**config.mk**
```make
export PLATFORM = sky130hd
export DESIGN_NAME = wb_master_arbiter_flat
export DESIGN_NICKNAME = d
export VERILOG_FILES = /design/src/rtl/wb_master_arbiter_if.sv /design/src/rtl/wb_master_arbiter.sv /design/src/flat_wrapper.sv
export SDC_FILE = /design/constraint.sdc
export NUM_CORES = 1
export LEC_CHECK = 0
export ABC_CLOCK_PERIOD_IN_PS = 4000
export BUFFER_PORTS_ARGS = -buffer_cell sky130_fd_sc_hd__buf_2
export CAP_MARGIN = 20
export CORE_AREA = 4 4 87 89
export DETAILED_ROUTE_END_ITERATION = 10
export DIE_AREA = 0 0 91 93
export PLACE_DENSITY = 0.68
export SYNTH_ARGS = -nofsm -noshare
export SYNTH_HDL_FRONTEND = slang
export SYNTH_SLANG_ARGS = --single-unit
```
**constraint.sdc**
```tcl
create_clock -name WBs_CLK_i -period 4 [get_ports WBs_CLK_i]
set_input_delay 0.6 -clock WBs_CLK_i [delete_from_list [all_inputs] [get_ports WBs_CLK_i]]
set_output_delay 0.6 -clock WBs_CLK_i [all_outputs]
set_load 0.005 [all_outputs]
```
**src/rtl/wb_master_arbiter_if.sv**
```systemverilog
// rtl/wb_master_arbiter_if.sv - two-master / one-slave Wishbone bus bundle for wb_master_arbiter
//
// Purpose : groups the two master-side ports and the shared slave-side port of
//           the arbiter. Signal suffixes are from the arbiter's point of view.
// Modports: slave  - the arbiter (takes Mn_*_i and S_DAT_i/S_ACK_i, drives the rest)
//           master - the environment (masters plus the shared slave)
// Params  : ADDRWIDTH (word address width), DATAWIDTH (data width)

interface wb_master_arbiter_if #(
    parameter int ADDRWIDTH = 7,
    parameter int DATAWIDTH = 32
) ();
    logic [ADDRWIDTH-1:0] M0_ADR_i;
    logic [DATAWIDTH-1:0] M0_DAT_i;
    logic                 M0_WE_i;
    logic                 M0_CYC_i;
    logic                 M0_STB_i;
    logic [DATAWIDTH-1:0] M0_DAT_o;
    logic                 M0_ACK_o;

    logic [ADDRWIDTH-1:0] M1_ADR_i;
    logic [DATAWIDTH-1:0] M1_DAT_i;
    logic                 M1_WE_i;
    logic                 M1_CYC_i;
    logic                 M1_STB_i;
    logic [DATAWIDTH-1:0] M1_DAT_o;
    logic                 M1_ACK_o;

    logic [ADDRWIDTH-1:0] S_ADR_o;
    logic [DATAWIDTH-1:0] S_DAT_o;
    logic                 S_WE_o;
    logic                 S_CYC_o;
    logic                 S_STB_o;
    logic [DATAWIDTH-1:0] S_DAT_i;
    logic                 S_ACK_i;

    modport slave (
        input  M0_ADR_i, M0_DAT_i, M0_WE_i, M0_CYC_i, M0_STB_i,
        output M0_DAT_o, M0_ACK_o,
        input  M1_ADR_i, M1_DAT_i, M1_WE_i, M1_CYC_i, M1_STB_i,
        output M1_DAT_o, M1_ACK_o,
        output S_ADR_o, S_DAT_o, S_WE_o, S_CYC_o, S_STB_o,
        input  S_DAT_i, S_ACK_i
    );

    modport master (
        output M0_ADR_i, M0_DAT_i, M0_WE_i, M0_CYC_i, M0_STB_i,
        input  M0_DAT_o, M0_ACK_o,
        output M1_ADR_i, M1_DAT_i, M1_WE_i, M1_CYC_i, M1_STB_i,
        input  M1_DAT_o, M1_ACK_o,
        input  S_ADR_o, S_DAT_o, S_WE_o, S_CYC_o, S_STB_o,
        output S_DAT_i, S_ACK_i
    );
endinterface

```
**src/rtl/wb_master_arbiter.sv**
```systemverilog
// rtl/wb_master_arbiter.sv - round-robin two-master Wishbone arbiter with optional ack timeout
//
// Purpose : shares one Wishbone slave bus between two masters. Grants are
//           round-robin on ties, at least one IDLE cycle separates grants, and
//           the owner's signals are passed combinationally to the slave.
// Ports   : WBs_CLK_i  - bus clock
//           WBs_RST_i  - synchronous active-high reset
//           bus        - wb_master_arbiter_if.slave (master 0/1 ports, shared slave port)
//           Grant_o    - one-hot current owner, 2'b00 when idle
//           Timeout_o  - one-cycle pulse when a transfer is terminated by timeout
// Macro   : WB_ARB_TIMEOUT_EN - when defined, a granted transfer that sees no
//           slave ack for TIMEOUT_CYCLES cycles is completed with TIMEOUT_DATA.

module wb_master_arbiter #(
    parameter int                   ADDRWIDTH      = 7,
    parameter int                   DATAWIDTH      = 32,
    parameter int                   TIMEOUT_CYCLES = 7,
    parameter logic [DATAWIDTH-1:0] TIMEOUT_DATA   = 32'hDEF_FAB_AC
) (
    input  logic                    WBs_CLK_i,
    input  logic                    WBs_RST_i,
    wb_master_arbiter_if.slave      bus,
    output logic [1:0]              Grant_o,
    output logic                    Timeout_o
);

    if (TIMEOUT_CYCLES < 1 || TIMEOUT_CYCLES > 255) begin : g_bad_timeout
        $error("wb_master_arbiter: TIMEOUT_CYCLES must be 1..255");
    end

    typedef enum logic [1:0] {
        IDLE  = 2'd0,
        GNT0  = 2'd1,
        GNT1  = 2'd2,
        TOACK = 2'd3
    } state_t;

    state_t r_state;
    state_t w_next;
    logic   r_last;     // master granted most recently; the other one wins a tie
    logic   r_owner;    // master of the current/last grant, selects the TOACK target

    logic w_req0;
    logic w_req1;
    logic w_timeout_hit;

    assign w_req0 = bus.M0_CYC_i & bus.M0_STB_i;
    assign w_req1 = bus.M1_CYC_i & bus.M1_STB_i;

`ifdef WB_ARB_TIMEOUT_EN
    localparam logic [7:0] TO_LIMIT = 8'(TIMEOUT_CYCLES);

    logic [7:0] r_cnt;  // number of the current granted cycle, 1 on the first

    assign w_timeout_hit = (r_cnt == TO_LIMIT);

    always_ff @(posedge WBs_CLK_i) begin
        if (WBs_RST_i) begin
            r_cnt <= 8'd0;
        end else if (r_state == IDLE && (w_next == GNT0 || w_next == GNT1)) begin
            r_cnt <= 8'd1;
        end else if ((r_state == GNT0 || r_state == GNT1) && w_next == r_state) begin
            r_cnt <= r_cnt + 8'd1;
        end else begin
            r_cnt <= 8'd0;
        end
    end

    assign Timeout_o = (r_state == TOACK);
`else
    assign w_timeout_hit = 1'b0;
    assign Timeout_o     = 1'b0;
`endif

    // State register plus grant bookkeeping captured on entry to a grant.
    always_ff @(posedge WBs_CLK_i) begin
        if (WBs_RST_i) begin
            r_state <= IDLE;
            r_last  <= 1'b1;
            r_owner <= 1'b0;
        end else begin
            r_state <= w_next;
            if (r_state == IDLE && w_next == GNT0) begin
                r_last  <= 1'b0;
                r_owner <= 1'b0;
            end else if (r_state == IDLE && w_next == GNT1) begin
                r_last  <= 1'b1;
                r_owner <= 1'b1;
            end
        end
    end

    // Next state. Slave ack beats abort, abort beats timeout.
    always_comb begin
        w_next = r_state;
        case (r_state)
            IDLE: begin
                if (w_req0 && w_req1) begin
                    w_next = r_last ? GNT0 : GNT1;
                end else if (w_req0) begin
                    w_next = GNT0;
                end else if (w_req1) begin
                    w_next = GNT1;
                end
            end
            GNT0: begin
                if (bus.S_ACK_i) begin
                    w_next = IDLE;
                end else if (!bus.M0_CYC_i) begin
                    w_next = IDLE;
                end else if (w_timeout_hit) begin
                    w_next = TOACK;
                end
            end
            GNT1: begin
                if (bus.S_ACK_i) begin
                    w_next = IDLE;
                end else if (!bus.M1_CYC_i) begin
                    w_next = IDLE;
                end else if (w_timeout_hit) begin
                    w_next = TOACK;
                end
            end
            default: w_next = IDLE;
        endcase
    end

    logic [ADDRWIDTH-1:0] w_s_adr;
    logic [DATAWIDTH-1:0] w_s_dat;
    logic                 w_s_we;
    logic                 w_s_cyc;
    logic                 w_s_stb;
    logic [DATAWIDTH-1:0] w_m0_dat;
    logic [DATAWIDTH-1:0] w_m1_dat;
    logic                 w_m0_ack;
    logic                 w_m1_ack;
    logic [1:0]           w_grant;

    // Bus steering: everything is zero outside a grant, except the
    // synthesized ack/data returned to the owner in TOACK.
    always_comb begin
        w_s_adr  = '0;
        w_s_dat  = '0;
        w_s_we   = 1'b0;
        w_s_cyc  = 1'b0;
        w_s_stb  = 1'b0;
        w_m0_dat = '0;
        w_m1_dat = '0;
        w_m0_ack = 1'b0;
        w_m1_ack = 1'b0;
        w_grant  = 2'b00;
        case (r_state)
            GNT0: begin
                w_s_adr  = bus.M0_ADR_i;
                w_s_dat  = bus.M0_DAT_i;
                w_s_we   = bus.M0_WE_i;
                w_s_cyc  = bus.M0_CYC_i;
                w_s_stb  = bus.M0_STB_i;
                w_m0_ack = bus.S_ACK_i;
                w_m0_dat = bus.S_DAT_i;
                w_grant  = 2'b01;
            end
            GNT1: begin
                w_s_adr  = bus.M1_ADR_i;
                w_s_dat  = bus.M1_DAT_i;
                w_s_we   = bus.M1_WE_i;
                w_s_cyc  = bus.M1_CYC_i;
                w_s_stb  = bus.M1_STB_i;
                w_m1_ack = bus.S_ACK_i;
                w_m1_dat = bus.S_DAT_i;
                w_grant  = 2'b10;
            end
            TOACK: begin
                if (r_owner) begin
                    w_m1_ack = 1'b1;
                    w_m1_dat = TIMEOUT_DATA;
                    w_grant  = 2'b10;
                end else begin
                    w_m0_ack = 1'b1;
                    w_m0_dat = TIMEOUT_DATA;
                    w_grant  = 2'b01;
                end
            end
            default: begin
            end
        endcase
    end

    assign bus.S_ADR_o  = w_s_adr;
    assign bus.S_DAT_o  = w_s_dat;
    assign bus.S_WE_o   = w_s_we;
    assign bus.S_CYC_o  = w_s_cyc;
    assign bus.S_STB_o  = w_s_stb;
    assign bus.M0_DAT_o = w_m0_dat;
    assign bus.M1_DAT_o = w_m1_dat;
    assign bus.M0_ACK_o = w_m0_ack;
    assign bus.M1_ACK_o = w_m1_ack;
    assign Grant_o      = w_grant;

endmodule

```
**src/flat_wrapper.sv**
```systemverilog
// flat-port wrapper written by rule: the top's interface ports become plain ports
module wb_master_arbiter_flat 
#(
    parameter int                   ADDRWIDTH      = 7,
    parameter int                   DATAWIDTH      = 32,
    parameter int                   TIMEOUT_CYCLES = 7,
    parameter logic [DATAWIDTH-1:0] TIMEOUT_DATA   = 32'hDEF_FAB_AC
)
  (WBs_CLK_i, WBs_RST_i, Grant_o, Timeout_o, bus_M0_ADR_i, bus_M0_DAT_i, bus_M0_WE_i, bus_M0_CYC_i, bus_M0_STB_i, bus_M0_DAT_o, bus_M0_ACK_o, bus_M1_ADR_i, bus_M1_DAT_i, bus_M1_WE_i, bus_M1_CYC_i, bus_M1_STB_i, bus_M1_DAT_o, bus_M1_ACK_o, bus_S_ADR_o, bus_S_DAT_o, bus_S_WE_o, bus_S_CYC_o, bus_S_STB_o, bus_S_DAT_i, bus_S_ACK_i);
  wb_master_arbiter_if #(.ADDRWIDTH(ADDRWIDTH), .DATAWIDTH(DATAWIDTH)) bus_i ();
  input  logic WBs_CLK_i;
  input  logic WBs_RST_i;
  output logic [1:0] Grant_o;
  output logic Timeout_o;
  input wire logic [$bits(bus_i.M0_ADR_i)-1:0] bus_M0_ADR_i;
  input wire logic [$bits(bus_i.M0_DAT_i)-1:0] bus_M0_DAT_i;
  input wire logic [$bits(bus_i.M0_WE_i)-1:0] bus_M0_WE_i;
  input wire logic [$bits(bus_i.M0_CYC_i)-1:0] bus_M0_CYC_i;
  input wire logic [$bits(bus_i.M0_STB_i)-1:0] bus_M0_STB_i;
  output wire logic [$bits(bus_i.M0_DAT_o)-1:0] bus_M0_DAT_o;
  output wire logic [$bits(bus_i.M0_ACK_o)-1:0] bus_M0_ACK_o;
  input wire logic [$bits(bus_i.M1_ADR_i)-1:0] bus_M1_ADR_i;
  input wire logic [$bits(bus_i.M1_DAT_i)-1:0] bus_M1_DAT_i;
  input wire logic [$bits(bus_i.M1_WE_i)-1:0] bus_M1_WE_i;
  input wire logic [$bits(bus_i.M1_CYC_i)-1:0] bus_M1_CYC_i;
  input wire logic [$bits(bus_i.M1_STB_i)-1:0] bus_M1_STB_i;
  output wire logic [$bits(bus_i.M1_DAT_o)-1:0] bus_M1_DAT_o;
  output wire logic [$bits(bus_i.M1_ACK_o)-1:0] bus_M1_ACK_o;
  output wire logic [$bits(bus_i.S_ADR_o)-1:0] bus_S_ADR_o;
  output wire logic [$bits(bus_i.S_DAT_o)-1:0] bus_S_DAT_o;
  output wire logic [$bits(bus_i.S_WE_o)-1:0] bus_S_WE_o;
  output wire logic [$bits(bus_i.S_CYC_o)-1:0] bus_S_CYC_o;
  output wire logic [$bits(bus_i.S_STB_o)-1:0] bus_S_STB_o;
  input wire logic [$bits(bus_i.S_DAT_i)-1:0] bus_S_DAT_i;
  input wire logic [$bits(bus_i.S_ACK_i)-1:0] bus_S_ACK_i;
  assign bus_i.M0_ADR_i = bus_M0_ADR_i;
  assign bus_i.M0_DAT_i = bus_M0_DAT_i;
  assign bus_i.M0_WE_i = bus_M0_WE_i;
  assign bus_i.M0_CYC_i = bus_M0_CYC_i;
  assign bus_i.M0_STB_i = bus_M0_STB_i;
  assign bus_M0_DAT_o = bus_i.M0_DAT_o;
  assign bus_M0_ACK_o = bus_i.M0_ACK_o;
  assign bus_i.M1_ADR_i = bus_M1_ADR_i;
  assign bus_i.M1_DAT_i = bus_M1_DAT_i;
  assign bus_i.M1_WE_i = bus_M1_WE_i;
  assign bus_i.M1_CYC_i = bus_M1_CYC_i;
  assign bus_i.M1_STB_i = bus_M1_STB_i;
  assign bus_M1_DAT_o = bus_i.M1_DAT_o;
  assign bus_M1_ACK_o = bus_i.M1_ACK_o;
  assign bus_S_ADR_o = bus_i.S_ADR_o;
  assign bus_S_DAT_o = bus_i.S_DAT_o;
  assign bus_S_WE_o = bus_i.S_WE_o;
  assign bus_S_CYC_o = bus_i.S_CYC_o;
  assign bus_S_STB_o = bus_i.S_STB_o;
  assign bus_i.S_DAT_i = bus_S_DAT_i;
  assign bus_i.S_ACK_i = bus_S_ACK_i;
  wb_master_arbiter #(.ADDRWIDTH(ADDRWIDTH), .DATAWIDTH(DATAWIDTH), .TIMEOUT_CYCLES(TIMEOUT_CYCLES), .TIMEOUT_DATA(TIMEOUT_DATA)) u_core (.WBs_CLK_i(WBs_CLK_i), .WBs_RST_i(WBs_RST_i), .bus(bus_i), .Grant_o(Grant_o), .Timeout_o(Timeout_o));
endmodule
```
# --- Yosys cells after proc, flatten, opt, wreduce, memory -nomap -nowiden ---
# Cells that the tools add are included.
word_totals:
  regBits: 4
  in_bits: 119
  out_inout_bits: 111
  wordCells: 42
op_classes:
  eq_ne: 5
  mux: 26
  bitwise_logic: 2
  reduce_logical: 6
ops:
  columns: ["cell", "n"]
  rows:
  - ["32-bit case mux with 2 select lines", 3]
  - ["32-bit two-way mux", 2]
  - ["2-bit two-way mux", 9]
  - ["7-bit case mux with 2 select lines", 1]
  - ["2-bit case mux with 3 select lines", 2]
  - ["1-bit case mux with 2 select lines", 5]
  - ["2-bit == test, second input constant", 3]
  - ["2-bit by 1-bit == test with 1-bit output, second input constant", 2]
  - ["1-bit two-way mux", 4]
  - ["1-bit logical AND", 3]
  - ["1-bit AND", 2]
  - ["2-bit logical NOT", 1]
  - ["2-bit nonzero test", 1]
  - ["2-bit OR reduction", 1]

# --- Logic depth before layout (Yosys ltp) ---
logic_depth:
  ltp_word: 9
  depth_mapped: 7
  depth_no_buf: 6

# --- Worst setup path after synthesis ---
# Ideal clock, no wire load.
synth_timing:
  path_type: "register -> output"
  startpoint: "register u_core.r_state[1]"
  endpoint: "output bus_M0_ACK_o"
  arrival_ps: 1337
  required_time_ps: 3400
  setup_slack_ps: 2063
  path_stages_with_launch: 8
  path_buffers: 3
  cell_sequence: "dfxtp_1 inv_2 ha_1 buf_2 buf_4 buf_4 nand2_1 nand2_1"
synth_via:
  elab_chain_len: 2
  elab_cells_between_ends: 3
  classes_between: "eq/ne (2); mux (1)"
synth_rtl:
  columns: ["element", "line", "source"]
  rows:
  - ["start: declaration", "wb_master_arbiter.sv:38", "state_t r_state;"]
  - ["start signal: assignment", "wb_master_arbiter.sv:82", "r_state <= w_next;"]
  - ["2-bit == test or 2-bit by 1-bit == test with 1-bit output (tied branches)", "wb_master_arbiter.sv:152", "case (r_state)"]
  - ["1-bit case mux with 2 select lines (*)", "wb_master_arbiter.sv:152", null]
  - ["end: declaration", "flat_wrapper.sv:21", "output wire logic [$bits(bus_i.M0_ACK_o)-1:0] bus_M0_ACK_o;"]
# Every way passes the cells marked *; elsewhere a longest branch is shown, timed or not.

# --- Worst setup path in the final report ---
layout_timing:
  startpoint: "register u_core.r_state[1]"
  endpoint: "output bus_S_ADR_o[0]"
layout_via:
  elab_chain_len: 2
  elab_cells_between_ends: 3
  classes_between: "eq/ne (2); mux (1)"
layout_rtl:
  columns: ["element", "line", "source"]
  rows:
  - ["2-bit == test or 2-bit by 1-bit == test with 1-bit output (tied branches)", "wb_master_arbiter.sv:152", null]
  - ["7-bit case mux with 2 select lines (*)", "wb_master_arbiter.sv:152", null]
  - ["end: declaration", "flat_wrapper.sv:29", "output wire logic [$bits(bus_i.S_ADR_o)-1:0] bus_S_ADR_o;"]
# Marked as above.

==> flow_metrics.env <==
export IMPL_crit_type="flip-flop to primary output"
export IMPL_n_fill_cell=729
export IMPL_grt_max_degree=59
export IMPL_max_freq_mhz=360
export IMPL_drc_errors=0
export IMPL_gr_total_overflow=0
export IMPL_final_net_count=602
export IMPL_globalRouteMet2Util_pct=30.2
export IMPL_cp_slowest_cell="ha_1"
export IMPL_cts_path_max_buffers=2
export IMPL_synth_top_area_share_pct=23.3
export IMPL_drt_iter0_markers=104
export IMPL_power_per_cell_area_nw_per_um2=151
export IMPL_h_tree_depth=1
export IMPL_holdPathStages=2
export IMPL_final_util_pct=41.4
export IMPL_stdcell_area_um2=2790
export IMPL_ios=230
export IMPL_syn_instance_count=267
export IMPL_endpoint_kind="primary output"
export IMPL_initial_core_util_pct=23.4
export IMPL_status="finished clean"
export IMPL_synth_ff_type="dfxtp_1"
export IMPL_hold_viol_final=0
export IMPL_die_area_um2=8460
export IMPL_synth_distinct_cells=35
export IMPL_cp_start_kind="flip-flop"
export IMPL_hold_buffers=0
export IMPL_cts_resized=0
export IMPL_syn_avg_cell_area_um2=5.91
export IMPL_root_buffer="clkbuf_8"
export IMPL_worst_slack_ps=1220
export IMPL_port_buffers=228
export IMPL_cts_tree="built"
export IMPL_layoutNonFillerInstCount=556
export IMPL_rows=30
export IMPL_final_cell_mix="buf_2, nand2_1, a22oi_1, nor2b_1, and2_1"
export IMPL_first_pass_iters=5
export IMPL_synth_fp_nets=391
export IMPL_finalSetupTns_ps=0
export IMPL_cts_clk_slew_worst_paths_ps=30
export IMPL_layout_commonest_cell="buf_2"
export IMPL_yosysTopAreaCell="nand2_1"
export IMPL_placed_cells=552
export IMPL_synth_cell_area_um2=1580
export IMPL_synth_edff_count=0
export IMPL_setup_viol=0
export IMPL_finalCritPeriodShare_pct=69.5
export IMPL_die_w_um=91
export IMPL_hold_end="u_core.r_last"
export IMPL_fin_skew_ps=1.73
export IMPL_place_area_um2=2730
export IMPL_slew_viol_final=0
export IMPL_rr_endpoint="u_core.r_state[0]"
export IMPL_cts_sinks=4
export IMPL_max_stage_delay_ps=950
export IMPL_grt_usage_pct=16.6
export IMPL_met3_usage_pct=3.78
export IMPL_crit_chain="inv_2 > ha_1 > nor2b_1 > buf_2"
export IMPL_drive_above_1_share_pct=51.3
export IMPL_rr_worst_depth=5
export IMPL_synth_seq_cells=4
export IMPL_ys_warnings_count=0
export IMPL_routed_wl_um=7770
export IMPL_gp_congestion=0.914
export IMPL_busiest_layer="met2"
export IMPL_worst_path_max_fanout=42
export IMPL_hpwl_um=6500
export IMPL_post_drt_wl_per_cell_um=14.0
export IMPL_period_needed_ps=2780
export IMPL_yosysSeqAreaShare_pct=5.08
export IMPL_cts_buffers=3
export IMPL_min_delay_start="u_core.r_last"
export IMPL_p_leak_nw=1.82
export IMPL_reg2reg_from="u_core.r_state[1]"
export IMPL_synthTopCellsByArea="nand2_1, a22oi_1, nor2b_1, and2_1, dfxtp_1"
export IMPL_syn2layout_area_growth_pct=77.1
export IMPL_drv_cap=0
export IMPL_grt_pass1_wl_um=11900
export IMPL_peakVddDrop_mv=0.0810
export IMPL_worstSkewPairLatency_ps=220
export IMPL_arrival_ps=2180
export IMPL_diodes=0
export IMPL_required_ps=3400
export IMPL_die_y_um=93
export IMPL_grtUsageMet1_pct=20.2
export IMPL_dr_total_vias=2630
export IMPL_post_place_ws_ps=1360
export IMPL_maxSlewHeadroom_pct=34.3
export IMPL_vias_per_cell=4.73
export IMPL_grt_pass1_vias=2474
export IMPL_antenna_left=0
export IMPL_ff2ff_setup_slack_ps=1890
export IMPL_antenna_found_initial=1
export IMPL_core_um2=6760
export IMPL_async_flop_share_pct=0
export IMPL_worst_pin_slew_ps=985
export IMPL_hp_class="flip-flop to flip-flop"
export IMPL_rsz0062_at_grt="false"
export IMPL_postCtsSetupBuffers=0
-- cell type report --
cell class	count	area [um^2]	share of cell area, %
timing repair buffer	232	1200	43.1
multi-input combinational	233	1350	48.5
tap	80	100	3.58
sequential	4	80.1	2.87
clock buffer	3	41.3	1.48
inverter	4	15.0	0.537
-- synth_stat cells, types with 2 or more instances --
| cell type | n |
|---|---|
| nor2b_1 | 41 |
| clkbuf_1 | 11 |
| a22oi_1 | 41 |
| nand2_1 | 98 |
| dfxtp_1 | 4 |
| ha_1 | 5 |
| nand3_1 | 2 |
| o21ai_1 | 2 |
| inv_1 | 3 |
| o211ai_1 | 2 |
| and2_1 | 18 |
| and2b_1 | 2 |
| nand2b_1 | 2 |
| buf_4 | 7 |
| buf_2 | 8 |
| nor3_1 | 2 |
-- how the worst max path moves through the flow --
| stage | to | from | cells past startpoint |
|---|---|---|---|
| CTS | bus_S_CYC_o | u_core.r_state[1] | 5 |
| detailed placement | bus_S_CYC_o | u_core.r_state[1] | 5 |
| global placement | bus_S_CYC_o | u_core.r_state[1] | 5 |
| global route | bus_S_ADR_o[4] | u_core.r_state[1] | 4 |
| floorplan | bus_M0_ACK_o | u_core.r_state[1] | 7 |
| finish | bus_S_ADR_o[0] | u_core.r_state[1] | 4 |
-- stage by stage --
| stage | total power, mW | hold WS (ps) |
|---|---|---|
| 3_5_place_dp | 0.331 | 537 |
| 2_1_floorplan | 0.200 | 510 |
| 3_3_place_gp | 0.326 | 543 |
| 4_1_cts | 0.419 | 548 |
| 5_1_grt | 0.459 | 608 |
| 6_report | 0.421 | 553 |
-- state kept, by name (all words and copies together), names as in the netlist --
| name | cells |
|---|---|
| u_core.r_last | 1 |
| u_core.r_state | 2 |
| u_core.r_owner | 1 |
-- report_power, final --
part           internal (mW)  switching [mW]  leakage (nW)  total [mW]
clock                 0.0643          0.0221        0.0216      0.0863
combinational          0.144           0.140          1.76       0.283
sequential            0.0449         0.00649        0.0329      0.0513
-- metal layers --
metal / wire (um) / vias up
met5: 11 / -
met4: 44 / 2
met3: 752 / 8
met2: 3820 / 171
met1: 3140 / 1134
li1: - / 1315
-- cell families after synthesis --
group	after synthesis	synth area share [%]
compound gates	56	28.2
fa+ha+maj	5	3.97
buf+inv	30	9.44
flops	4	5.08
mux	1	0.634
other cells	1	0.238
simple gates	170	52.4
-- critical path: cells and delay by family (launching register included) --
| family | cells | cell delay [ps] |
|---|---|---|
| buffers and inverters | 2 | 270 |
| adders and majority gates | 1 | 950 |
| and+or+nand+nor | 1 | 250 |
| DFF | 1 | 480 |
Note: power is estimated with default switching activity, not from simulation.
